**src/rtl/i_softmax_ctrl.sv**
```systemverilog
// Softmax row controller: buffers a row, tracks its signed max, streams buf-max through
// an external exp datapath and accumulates the row sum. Optional macro: SOFTMAX_SUB_SAT_EN.
module i_softmax_ctrl #(
  parameter int MAX_LEN = 64
) (
  input  logic               clk,
  input  logic               rst_n,
  input  logic               start,
  input  logic [6:0]         cfg_len,
  output logic               busy,
  input  logic               in_valid,
  output logic               in_ready,
  input  logic signed [31:0] in_data,
  output logic [31:0]        exp_q_in,
  input  logic [31:0]        exp_q_out,
  output logic               out_valid,
  input  logic               out_ready,
  output logic [31:0]        out_data,
  output logic               out_last,
  output logic               sum_valid,
  output logic [39:0]        sum_out
);

  localparam int CW = $clog2(MAX_LEN + 1);
  localparam int IW = (MAX_LEN > 1) ? $clog2(MAX_LEN) : 1;
  localparam int LW = (CW > 7) ? CW : 7;

  typedef enum logic [1:0] {
    S_IDLE = 2'd0,
    S_LOAD = 2'd1,
    S_EXP  = 2'd2,
    S_DONE = 2'd3
  } state_t;

  state_t             r_state;
  logic [CW-1:0]      r_len;
  logic [CW-1:0]      r_wr_idx;
  logic [CW-1:0]      r_rd_idx;
  logic signed [31:0] r_max;
  logic [39:0]        r_sum;
  logic               r_out_valid;
  logic [31:0]        r_out_data;
  logic               r_out_last;
  logic               r_sum_valid;
  logic signed [31:0] r_buf [MAX_LEN];

  logic [LW-1:0]      w_cfg_ext;
  logic [LW-1:0]      w_len_clip;
  logic [CW-1:0]      w_len_new;
  logic [CW-1:0]      w_len_m1;
  logic signed [31:0] w_buf_rd;
  logic [31:0]        w_diff;
  logic               w_in_fire;
  logic               w_out_load;
  logic               w_out_fire;

  // Difference buf - max; the sign of the operands decides whether overflow is possible.
  function automatic logic [31:0] sub_diff(input logic [31:0] a, input logic [31:0] m);
    logic [31:0] d;
    d = a - m;
`ifdef SOFTMAX_SUB_SAT_EN
    if ((a[31] != m[31]) && (d[31] != a[31])) begin
      d = 32'h8000_0000;
    end else begin
      d = d;
    end
`endif
    return d;
  endfunction

  // Row length clip, datapath operand and handshake qualifiers.
  always_comb begin
    w_cfg_ext  = LW'(cfg_len);
    w_len_clip = (w_cfg_ext > LW'(MAX_LEN)) ? LW'(MAX_LEN) : w_cfg_ext;
    w_len_new  = CW'(w_len_clip);
    w_len_m1   = r_len - CW'(1);
    w_buf_rd   = r_buf[r_rd_idx[IW-1:0]];
    w_diff     = sub_diff(w_buf_rd, r_max);
    w_in_fire  = (r_state == S_LOAD) && in_valid;
    w_out_load = (r_state == S_EXP) && (r_rd_idx < r_len) && (!r_out_valid || out_ready);
    w_out_fire = r_out_valid && out_ready;
    if (r_state == S_EXP) begin
      exp_q_in = w_diff;
    end else begin
      exp_q_in = 32'd0;
    end
  end

  assign busy      = (r_state != S_IDLE);
  assign in_ready  = (r_state == S_LOAD);
  assign out_valid = r_out_valid;
  assign out_data  = r_out_data;
  assign out_last  = r_out_last;
  assign sum_valid = r_sum_valid;
  assign sum_out   = r_sum;

  // Row buffer; contents are don't-care until written, so no reset.
  always_ff @(posedge clk) begin
    if (w_in_fire) begin
      r_buf[r_wr_idx[IW-1:0]] <= in_data;
    end
  end

  // Control FSM with output register and sum accumulator.
  always_ff @(posedge clk) begin
    if (!rst_n) begin
      r_state     <= S_IDLE;
      r_len       <= '0;
      r_wr_idx    <= '0;
      r_rd_idx    <= '0;
      r_max       <= 32'sh8000_0000;
      r_sum       <= 40'd0;
      r_out_valid <= 1'b0;
      r_out_data  <= 32'd0;
      r_out_last  <= 1'b0;
      r_sum_valid <= 1'b0;
    end else begin
      case (r_state)
        S_IDLE: begin
          r_sum_valid <= 1'b0;
          if (start) begin
            r_len      <= w_len_new;
            r_max      <= 32'sh8000_0000;
            r_sum      <= 40'd0;
            r_wr_idx   <= '0;
            r_rd_idx   <= '0;
            r_out_last <= 1'b0;
            if (w_len_new == '0) begin
              r_state     <= S_DONE;
              r_sum_valid <= 1'b1;
            end else begin
              r_state <= S_LOAD;
            end
          end
        end
        S_LOAD: begin
          if (w_in_fire) begin
            if (in_data > r_max) begin
              r_max <= in_data;
            end
            r_wr_idx <= r_wr_idx + CW'(1);
            if (r_wr_idx == w_len_m1) begin
              r_state <= S_EXP;
            end
          end
        end
        S_EXP: begin
          if (w_out_load) begin
            r_out_valid <= 1'b1;
            r_out_data  <= exp_q_out;
            r_out_last  <= (r_rd_idx == w_len_m1);
            r_rd_idx    <= r_rd_idx + CW'(1);
            r_sum       <= r_sum + {8'd0, exp_q_out};
          end else if (w_out_fire) begin
            r_out_valid <= 1'b0;
          end
          // The last element leaves only via a transfer; no new load can coincide with it.
          if (w_out_fire && r_out_last) begin
            r_state     <= S_DONE;
            r_sum_valid <= 1'b1;
          end
        end
        S_DONE: begin
          r_sum_valid <= 1'b0;
          r_state     <= S_IDLE;
        end
        default: begin
          r_state <= S_IDLE;
        end
      endcase
    end
  end

endmodule

```
**config.mk**
```make
export PLATFORM = sky130hd
export DESIGN_NAME = i_softmax_ctrl
export DESIGN_NICKNAME = d
export VERILOG_FILES = /design/src/rtl/i_softmax_ctrl.sv
export SDC_FILE = /design/constraint.sdc
export NUM_CORES = 2
export LEC_CHECK = 0
export BUFFER_PORTS_ARGS = -buffer_cell sky130_fd_sc_hd__buf_4
export CORE_MARGIN = 4
export CORE_UTILIZATION = 45
export DETAILED_ROUTE_END_ITERATION = 10
export SLEW_MARGIN = 20
export SYNTH_ARGS = -nofsm -noshare
export SYNTH_HDL_FRONTEND = slang
export SYNTH_SLANG_ARGS = --single-unit
export TNS_END_PERCENT = 100
```
**constraint.sdc**
```tcl
create_clock -name clk -period 14.3 [get_ports clk]
set_input_delay 1.43 -clock clk [delete_from_list [all_inputs] [get_ports clk]]
set_output_delay 1.43 -clock clk [all_outputs]
set_load 0.005 [all_outputs]
```
==> metrics <==
syn nets 4352; fin cells 7188; clock sink count 2184; Combinational Power Share 15.2%; Seq/Total Area, Yosys 73.6%; gr ovfl total 0; FF-to-FF path depth 7; layout cells sized above 1 29.3%; syn avg cell area 21.0 µm²; Slew @ Worst Pin 1.19 ns; number of hold buffers added after cts 0; Critical R2R Capture r_buf[14][10]; reg2reg start r_state[1]; Flop pwr share 47.6%; first-pass GRT wire length 339000 µm; Synth Cell Area 87200 µm²; met1 GRT Util 33.6%; die extent in x 448 µm; Vias/cell 6.12; die area 201000 µm²; CP Capture Type output port; Post-route DRC 0; worst hold path depth 2; Core ar. 193000 µm²; Mapped Cells 4156; PwrDens 150 nW/µm²; FF+latch count, synth 2184; CP startpoint kind register; dpl hpwl 131000 µm; Rows 161; WP depth 17; post-synthesis async set-or-reset flop share 0%; Port-buffer cells 184; Final Wtd Congestion 0.870; initial DRC count 5137; switching power 0.00371 W; Total Nets Final 4666; Worst EP arrival 7.58 ns; relative slew slack 20.2%; antenna violations before repair 18; status complete, no violations; H-tree depth 4; Resized Gates After CTS 0; Fill cells 15.1k; grt met3 use 3.89%; worst-path fanout max 58; largest net degree at the start of global routing 134; switching part of the total power 25.0%; number of buffers and inverters on the critical path 3; CTS Buf Count 218; vias in the first global route 43.8k; most frequent cells in the layout edfxtp_1, mux4_2, buf_4; drt total wl 241000 µm; worst min-delay path startpoint out_data[12]; Clk pwr share 37.3%; Clock transition at path regs 0.06 ns; max cap viols 0; number of synthesized flops with an enable pin 2048; Synth Warn # 0; RSZ-0062 raised after global routing false; Req. time, crit path 12.87 ns; crit-path most repeated cell mux4_2; Pleak 30.8 nW; final setup TNS 0 ns; Clock Skews 0.0345 ns; Layout area overhead 13.9%; Worst-Skew Late Latency 0.87 ns; Ports 185; Pins Over Slew Limit 0; GR Util met2 39.4%; ANT nets after route 0; Total GRT Usage 24.1%; Setup-failing EPs final 0; slowest stage cell, crit path dfxtp_4; Top FF cell, synth edfxtp_1; CTS tree built; Hold Vio Cnt, Final 0; Fmax 111 MHz; setup bufs post-CTS 0; critical path type register to output port; effective utilization at floorplan 45.3%; worst min path class register to register; Hold EP out_data[12]; Worst path max stage delay 0.72 ns; fin area 99400 µm²; DR vias 44.0k; most common cell after layout, fill and taps aside edfxtp_1; Die Ht 448 µm; Fin Hold WS 0.451 ns; CTS root buffer clkbuf_16; layer with the highest usage met2; Tcrit/Tclk final 63.0%; placed instance count 6776; post-layout minimum cycle time 9.01 ns; Cell Area, Placed 92400 µm²; internal power 0.0112 W; drt pass-1 iters 5; crit-path cells buf_12 -> buf_4 -> mux4_2 -> mux4_2 -> mux4_2 -> ha_1 -> a21o_1 -> a21o_1 -> a221oi_2 -> a21oi_1 -> o21ai_1 -> a21oi_1 -> nor4_2 -> nor3_1 -> or3_1 -> and3_1 -> buf_4; largest delay contributor family on the critical path multiplexers; setup slack, reg-to-reg 10.40 ns; Netlist cell types 75; DR WL/cell 33.5 µm; VDD IR max 0.128 mV; clk buf depth 3
[logic make-up after synthesis]
| logic type | share of synthesized area (%) |
|---|---|
| simple gates | 2.50 |
| fa+ha+maj | 1.74 |
| buf+inv | 1.27 |
| xor+xnor | 0.823 |
| flops | 73.6 |
| mux | 17.3 |
| compound gates | 2.70 |
[Yosys cell counts (5+ instances only)]
| cell | number | share of area, % |
|---|---|---|
| a211oi_1 | 7 | 0.060 |
| a21o_1 | 56 | 0.48 |
| a21oi_1 | 142 | 0.81 |
| a22o_1 | 32 | 0.32 |
| a22oi_1 | 6 | 0.052 |
| a31oi_1 | 5 | 0.036 |
| a32o_1 | 6 | 0.069 |
| and2_1 | 30 | 0.22 |
| and3_1 | 16 | 0.11 |
| buf_1 | 26 | 0.11 |
| buf_2 | 66 | 0.38 |
| clkbuf_1 | 107 | 0.46 |
| dfxtp_1 | 136 | 3.1 |
| edfxtp_1 | 2048 | 71 |
| ha_1 | 118 | 1.7 |
| inv_1 | 58 | 0.25 |
| mux2_2 | 9 | 0.12 |
| mux2i_1 | 12 | 0.14 |
| mux4_2 | 662 | 17 |
| nand2_1 | 162 | 0.70 |
| nand2b_1 | 9 | 0.065 |
| nand3_1 | 35 | 0.20 |
| nand4_1 | 19 | 0.14 |
| nor2_1 | 118 | 0.51 |
| nor2b_1 | 12 | 0.086 |
| nor3_1 | 15 | 0.086 |
| nor3b_1 | 8 | 0.069 |
| o211ai_1 | 6 | 0.052 |
| o21a_1 | 7 | 0.060 |
| o21ai_0 | 46 | 0.26 |
| o21ai_1 | 5 | 0.029 |
| o21bai_1 | 9 | 0.077 |
| or2_2 | 6 | 0.043 |
| or3_1 | 12 | 0.086 |
| xnor2_1 | 46 | 0.46 |
| xor2_1 | 36 | 0.36 |
[per-stage QoR]
step	util [%]	worst slack, ns	power [W]
after floorplan	-	8.02	0.00873
after global placement	48.0	6.02	0.00948
after detailed placement	48.0	6.08	0.00949
after CTS	51.6	5.14	0.0150
after global routing	51.6	4.80	0.0154
final	51.6	5.29	0.0149
[worst min-delay path, stage by stage, from the launching register on]
cell	delay [ns]
dfxtp_1	0.30
nand2_1	0.05
a21oi_1	0.05
[state kept, by name, indices dropped and copies added, names as in the netlist, 2 cells and up, named ones only]
name and cells:
sum_out 40, r_buf 2048, r_wr_idx 7, r_len 7, r_rd_idx 7, r_state 2, out_data 32, r_max 32
[routing by layer]
metal / part of all wire (%) / vias up
li1: - / 18000
met1: 40 / 23800
met2: 49 / 1842
met3: 7.4 / 335
met4: 3.2 / 0
met5: 0 / -
[final cells by class]
cell class | count | area, µm² | share of cell area, %
Antenna cell | 8 | 20.0 | 0.0201
Clock inverter | 139 | 1320 | 1.33
Tap cell | 2526 | 3160 | 3.18
Inverter | 59 | 221 | 0.223
Multi-Input combinational cell | 1708 | 22400 | 22.5
Clock buffer | 265 | 5630 | 5.67
Sequential cell | 2184 | 64200 | 64.7
Timing Repair Buffer | 299 | 2360 | 2.37
[how the worst max path moves through the flow]
stage                        end  slack, ns
finish              exp_q_in[29]       5.29
global route        exp_q_in[27]       4.80
CTS                 exp_q_in[29]       5.14
detailed placement  exp_q_in[29]       6.08
global placement    exp_q_in[29]       6.02
floorplan           exp_q_in[29]       8.02
[power by group through the flow]
stage,clock network [W],logic [W],registers [W]
floorplan,0,0.00155,0.00718
global placement,0,0.00227,0.00720
detailed placement,0,0.00228,0.00720
CTS,0.00563,0.00229,0.00707
global route,0.00591,0.00243,0.00707
finish,0.00554,0.00226,0.00707
Power figures use the tool's default switching activity.
